**config.mk**
```make
export PLATFORM = sky130hd
export DESIGN_NAME = squeeze_unpacker
export DESIGN_NICKNAME = d
export VERILOG_FILES = /design/src/rtl/kyber_keccak_pkg.sv /design/src/rtl/squeeze_shreg.sv /design/src/rtl/squeeze_unpacker.sv
export SDC_FILE = /design/constraint.sdc
export NUM_CORES = 2
export LEC_CHECK = 0
export CAP_MARGIN = 20
export CORE_AREA = 2 2 249 251
export CTS_BUF_LIST = sky130_fd_sc_hd__clkbuf_16
export CTS_CLUSTER_DIAMETER = 120
export DETAILED_ROUTE_END_ITERATION = 10
export DIE_AREA = 0 0 251 253
export PLACE_DENSITY_LB_ADDON = 0.1
export RECOVER_POWER = 50
export SLEW_MARGIN = 15
export SYNTH_ARGS = -nofsm -noshare
export SYNTH_HDL_FRONTEND = slang
export SYNTH_SLANG_ARGS = --single-unit
```
**constraint.sdc**
```tcl
create_clock -name clk -period 3.55 [get_ports clk]
set_clock_uncertainty 0.2 [all_clocks]
set_input_delay 1.065 -clock clk [delete_from_list [all_inputs] [get_ports clk]]
set_output_delay 1.065 -clock clk [all_outputs]
set_load 0.05 [all_outputs]
```
**src/rtl/kyber_keccak_pkg.sv**
```systemverilog
// rtl/kyber_keccak_pkg.sv - shared Keccak rates, word width and squeeze FSM encoding
package kyber_keccak_pkg;

  localparam int RATE_SHA3_512 = 576;
  localparam int RATE_SHAKE128 = 1344;
  localparam int RATE_SHAKE256 = 1088;
  localparam int WORD          = 32;

  typedef enum logic [1:0] {
    IDLE     = 2'd0,
    WAIT_BLK = 2'd1,
    EMIT     = 2'd2
  } squeeze_state_t;

endpackage

```
**src/rtl/squeeze_shreg.sv**
```systemverilog
// rtl/squeeze_shreg.sv - loadable left-shifting block register with top-word tap
module squeeze_shreg #(
  parameter int RATE = 576,
  parameter int WORD = 32
) (
  input  logic            clk,
  input  logic            reset,
  input  logic            load,
  input  logic            shift,
  input  logic [RATE-1:0] din,
  output logic [WORD-1:0] top
);

  logic [RATE-1:0] data;

  // load wins over shift; a shift moves the next word into the top slot
  always_ff @(posedge clk) begin
    if (reset) begin
      data <= '0;
    end else if (load) begin
      data <= din;
    end else if (shift) begin
      data <= {data[RATE-WORD-1:0], {WORD{1'b0}}};
    end
  end

  assign top = data[RATE-1 -: WORD];

endmodule

```
**src/rtl/squeeze_unpacker.sv**
```systemverilog
// rtl/squeeze_unpacker.sv - serialises squeezed RATE-bit blocks into words; SQUEEZE_BYTE_SWAP_EN byte-reverses each word
module squeeze_unpacker #(
  parameter int RATE  = 576,
  parameter int WORD  = 32,
  parameter int CNT_W = 16
) (
  input  logic             clk,
  input  logic             reset,
  input  logic             start,
  input  logic [CNT_W-1:0] req_words,
  input  logic [RATE-1:0]  blk_in,
  input  logic             blk_ready,
  output logic             blk_ack,
  output logic [WORD-1:0]  out,
  output logic             out_valid,
  input  logic             out_ack,
  output logic             busy,
  output logic             done
);

  import kyber_keccak_pkg::*;

  localparam int WORDS = RATE / WORD;
  localparam int IDX_W = (WORDS > 1) ? $clog2(WORDS) : 1;

  squeeze_state_t   state, state_nxt;
  logic [CNT_W-1:0] remaining;
  logic [IDX_W-1:0] word_idx;
  logic [WORD-1:0]  top_word;
  logic             accept, zero_req, load, shift, last_word, blk_end;

  assign accept    = (state == IDLE) && start && (req_words != '0);
  assign zero_req  = (state == IDLE) && start && (req_words == '0);
  assign load      = (state == WAIT_BLK) && blk_ready;
  assign shift     = (state == EMIT) && out_ack;
  assign last_word = (remaining == CNT_W'(1));
  assign blk_end   = (word_idx == IDX_W'(WORDS - 1));

  squeeze_shreg #(
    .RATE (RATE),
    .WORD (WORD)
  ) u_shreg (
    .clk   (clk),
    .reset (reset),
    .load  (load),
    .shift (shift),
    .din   (blk_in),
    .top   (top_word)
  );

  // state register
  always_ff @(posedge clk) begin
    if (reset) state <= IDLE;
    else       state <= state_nxt;
  end

  // next state plus level outputs derived from the current state
  always_comb begin
    state_nxt = state;
    out_valid = 1'b0;
    busy      = 1'b0;
    unique case (state)
      IDLE: begin
        if (accept) state_nxt = WAIT_BLK;
      end
      WAIT_BLK: begin
        busy = 1'b1;
        if (blk_ready) state_nxt = EMIT;
      end
      EMIT: begin
        busy      = 1'b1;
        out_valid = 1'b1;
        if (out_ack) begin
          if (last_word)    state_nxt = IDLE;
          else if (blk_end) state_nxt = WAIT_BLK;
        end
      end
      default: state_nxt = IDLE;
    endcase
  end

  // remaining-word and in-block word counters
  always_ff @(posedge clk) begin
    if (reset) begin
      remaining <= '0;
      word_idx  <= '0;
    end else begin
      if (accept) remaining <= req_words;
      if (load)   word_idx  <= '0;
      if (shift) begin
        remaining <= remaining - 1'b1;
        word_idx  <= word_idx + 1'b1;
      end
    end
  end

  // registered one-cycle pulses: block consumed, request finished
  always_ff @(posedge clk) begin
    if (reset) begin
      blk_ack <= 1'b0;
      done    <= 1'b0;
    end else begin
      blk_ack <= load;
      done    <= zero_req || (shift && last_word);
    end
  end

  // presented word, zero whenever nothing is being offered
  always_comb begin
    out = '0;
    if (out_valid) begin
`ifdef SQUEEZE_BYTE_SWAP_EN
      for (int b = 0; b < WORD / 8; b++) begin
        out[8*b +: 8] = top_word[WORD-1-8*b -: 8];
      end
`else
      out = top_word;
`endif
    end
  end

endmodule

```
### Word level (Yosys, flattened, before mapping)

Index checks and enable logic that the tools add are counted.

| word-level totals | value |
|---|---|
| flip-flop bits (word level) | 601 |
| input port bits | 597 |
| output and inout bits | 36 |
| logic and storage cells | 45 |

| cells by class | value |
|---|---|
| add/subtract/negate cells | 2 |
| equality and inequality tests | 8 |
| mux-type cells | 15 |
| reductions and logical operators | 14 |

Operators by type and width:

| cell | number |
|---|---|
| $mux 576 | 2 |
| $mux 16 | 2 |
| $mux 32 | 1 |
| $eq 16x1->1 const B | 1 |
| $logic_not 16->1 | 1 |
| $reduce_bool 16->1 | 1 |
| $sub 16x1->16 const B | 1 |
| $mux 2 | 5 |
| $mux 5 | 2 |
| $logic_and 1x1->1 | 6 |
| $ne 2x2->1 const B | 3 |
| $pmux 2 s3 | 1 |
| $add 5x1->5 const B | 1 |
| $eq 5x5->1 const B | 1 |
| $reduce_and 4->1 | 1 |
| $reduce_bool 2->1 | 2 |
| $ne 3x3->1 const B | 1 |
| $eq 2x1->1 const B | 1 |
| $eq 2x2->1 const B | 1 |
| $logic_not 2->1 | 1 |
| $mux 1 | 2 |
| $reduce_or 2->1 | 1 |
| $logic_or 1x1->1 | 1 |

### Depth between registers and ports, before layout

| logic depth | value |
|---|---|
| word-level depth | 5 |
| depth in mapped cells | 8 |
| mapped depth without buffers | 7 |

### Modules after synthesis

From an unflattened synthesis, not the netlist that was laid out.

| unflattened totals | value |
|---|---|
| cell total of the unflattened synthesis | 2,810 |
| area total of the unflattened synthesis | 30,058.8 um^2 |

Modules (own cells, without submodules):

| module | times used | cells an instance | area an instance (um^2) | seq. area each (um^2) |
|---|---|---|---|---|
| squeeze_shreg | 1 | 2,593 | 28,352.2 | 11,531.1 |
| squeeze_unpacker | 1 | 217 | 1,706.6 | 500.5 |

### Worst setup path after synthesis

No wires, ideal clock.

| timing | value |
|---|---|
| path kind | register to output |
| from | register state[0] |
| to | output port out[10] |
| data arrival time | 1.700 ns |
| required time | 2.285 ns |
| path slack | 0.585 ns |
| cell stages (with the launch flop) | 5 |
| path buffers | 1 |
| cell sequence | dfxtp_1 inv_1 ha_1 clkbuf_1 and2_1 |

| on the way | value |
|---|---|
| longest elaborated chain between the ends | 3 |

Ends and longest elaborated chain:

| what | RTL line | source |
|---|---|---|
| start, declared | squeeze_unpacker.sv:26 | `squeeze_state_t state, state_nxt;` |
| start signal, assigned | squeeze_unpacker.sv:54 | `else state <= state_nxt;` |
| $eq 2x2->1 | squeeze_unpacker.sv:62 | `unique case (state)` |
| $mux 1 | squeeze_unpacker.sv:62 |  |
| via out_valid | squeeze_unpacker.sv:15 | `output logic out_valid,` |
| $mux 32 | squeeze_unpacker.sv:111 | `if (out_valid) begin` |
| end, declared | squeeze_unpacker.sv:14 | `output logic [WORD-1:0] out,` |

The timed path passes the listed nets, and every way through them passes these cells.

### Final worst setup path

| timing | value |
|---|---|
| from | register state[0] |
| to | output port out[19] |

| on the way | value |
|---|---|
| longest elaborated chain between the ends | 3 |

Ends and longest elaborated chain:

| what | RTL line |
|---|---|
| $eq 2x2->1 | squeeze_unpacker.sv:62 |
| $mux 1 | squeeze_unpacker.sv:62 |
| $mux 32 | squeeze_unpacker.sv:111 |

Every way passes these cells.

==> flow_metrics.py <==
metrics = {
    "outcome": {
        "status": "finished clean",
    },
    "grt": {
        "grt_use_total_pct": 29.0,
        "grt_antenna_before_repair": 34,
        "grt_pass1_wl_um": 144000,
        "grt_max_degree": 163,
        "grt_overflow": 0,
        "grt_pass1_vias": 25549,
    },
    "timing": {
        "setup_viol": 0,
        "final.setup.tns_ps": 0,
        "slew_viol_final": 0,
        "finalHoldViolCount": 0,
        "hold_ws_ps": 279,
        "worst_slew_pin_slew_ps": 1200,
        "post-route-min-period_ps": 3440,
        "rsz0062_at_grt": "no",
        "setup_ws_ps": 114,
        "max_freq_ghz": 0.291,
        "maxSlewHeadroom_pct": 19.9,
        "min_period_over_period_pct": 96.8,
    },
    "yosys": {
        "synthSimpleGateAreaFrac_pct": 26.6,
        "synth_top_family_by_area": "simple AND/OR/NAND/NOR gates",
        "synth_compound_area_share_pct": 20.8,
        "synth_common_cells": "nand2_1 (1108), dfxtp_1 (601), nor2_1 (591)",
        "synth_edf_count": 0,
        "synth_cell_type_count": 46,
        "netlist_instances": 3342,
        "ys_seq_area_share_pct": 46.7,
        "syn_nets": 3948,
        "synth-xor-area-share_pct": 0.0680,
        "avgSynthCellArea_um2": 7.70,
        "synth_seq_cells": 601,
        "synth_mux_area_share_pct": 0.0778,
        "synthTopCellsByArea": "dfxtp_1 (47%), a311oi_1 (19%), nand2_1 (16%)",
        "postSynth.asyncResetShare_pct": 0,
        "synth_warnings": 0,
        "yosysTopAreaCell": "dfxtp_1",
        "syn_area_um2": 25700,
        "synth_flop_cell": "dfxtp_1",
        "yosysMostFrequentCell": "nand2_1",
        "synth-adder-area-share_pct": 0.437,
        "synth.top_cell.area_share_pct": 46.7,
    },
    "worst_setup_path": {
        "crit_chain": "inv_1 -> ha_2 -> buf_4 -> and2_1 -> buf_12",
        "cp.required_ps": 2280,
        "crit_path_max_fanout": 26,
        "cp.arrival_ps": 2170,
        "critPathTopFamily": "buffers and inverters",
        "end_kind": "primary output",
        "critPathSlowestCell": "ha_2",
        "max_stage_delay_ps": 350,
        "path_class": "reg2out",
        "start_kind": "flip-flop",
        "critPathBufInv": 3,
    },
    "clock_tree": {
        "cts_inserted_buffers": 67,
        "hold_buffers": 0,
        "cts_sinks": 601,
        "clockBufferDepth": 3,
        "path_clk_slew_ps": 60,
        "cts_root_buf": "clkbuf_16",
        "htree_levels": 3,
        "cts_tree": "done",
        "clock_latency_ps": 610,
    },
    "final_layout": {
        "multi_input_area_um2": 12300,
        "syn2layout_area_growth_pct": 36.6,
        "fin_util_pct": 57.6,
        "regArea_um2": 12000,
        "final_cells": 4666,
        "finalInstanceArea_um2": 35200,
        "final_nets": 4413,
        "drive_gt1_share_pct": 5.45,
        "nFillCells": 5746,
    },
    "hold_path": {
        "hp-class": "reg2reg",
    },
    "detailed_routing": {
        "drtPass1Iterations": 5,
        "routed_via_density": 5.59,
        "first_iter_violations": 1913,
        "ant_nets": 0,
        "avgRoutedWirePerCell_um": 20.7,
        "route.detailed.drc": 0,
        "dr_total_vias": 26080,
        "drt-total-wl_um": 96500,
    },
    "placed_design": {
        "place_congestion": 0.944,
        "place_inst": 4528,
        "place_area_um2": 33100,
        "portBuffers": 632,
        "place_ws_ps": 267,
        "dp_hpwl_um": 71100,
    },
    "floorplan": {
        "die_w_um": 251,
        "core_um2": 61000,
        "placementRows": 91,
        "die_h_um": 253,
        "io_pins": 633,
        "start_util_pct": 42.2,
        "die-area_um2": 63500,
    },
    "power": {
        "power_density_nw_per_um2": 718,
        "p_leak_nw": 11.4,
        "ir_worst_vdd_uv": 361,
        "total_power_mw": 25.2,
    },
    "job": {
        "cap_violations": 0,
    },
}
-- tightest hold or removal path: cells and delay by family (launching register included) --
family	cells	cell delay (ps)
flops	1	310
compound gates	1	70
simple gates	1	50
-- repair_timing --
item / 4_1_cts / 5_1_grt
setup endpoints to repair: 25 / 0
buffers inserted: 0 / 0
resized for setup: 2 / 0
-- cell families after synthesis --
family	count (synthesis)
xor+xnor	2
simple gates	1770
flops	601
mux	2
compound gates	625
buf+inv	333
fa+ha+maj	9
-- placed cells by master, fill, tap and decap left out, drive strengths merged, types with 20 or more instances in the layout --
| master | instances |
|---|---|
| nor2 | 591 |
| clkdlybuf4s50 | 595 |
| clkbuf | 86 |
| a311oi | 544 |
| nand2 | 1108 |
| buf | 104 |
| clkinv | 24 |
| diode | 20 |
| a22oi | 37 |
| inv | 27 |
| and2 | 35 |
| dfxtp | 601 |
-- per-layer routing --
metal,GRT usage [%],part of all wire (%)
met5,0,0.21
met4,13.4,4.2
met3,6.47,6.9
met2,50.1,49
met1,34.4,39
-- final timing paths --
kind | startpoint | to | slack (ps) | depth (start not counted)
max | state[0] | out[19] | 110 | 5
min | u_shreg.data[347] | u_shreg.data[379] | 280 | 2
max reg2reg | state[0] | u_shreg.data[539] | 260 | 9
min reg2reg | u_shreg.data[347] | u_shreg.data[379] | 280 | 2
-- report_power, final --
part           total [mW]  internal (mW)  switching (mW)
registers            10.3           8.90            1.36
logic                8.26           3.30            4.96
clock network        6.71           3.89            2.83
total                25.2           16.1            9.15
-- final cells by class --
cell class                 instances  share of cell area (%)
antenna                           20                   0.142
clock buffer                      69                    4.91
clock inverter                    49                    1.06
inverter                          10                   0.107
multi-input combinational       2408                    35.1
sequential                       601                    34.2
tap                              790                    2.81
timing repair buffer             719                    21.6
-- flip-flops by register name (all words and copies together) (netlist names) --
name,cells
blk_ack,1
done,1
remaining,16
state,2
u_shreg.data,576
word_idx,5
(Power assumes the default switching activity.)
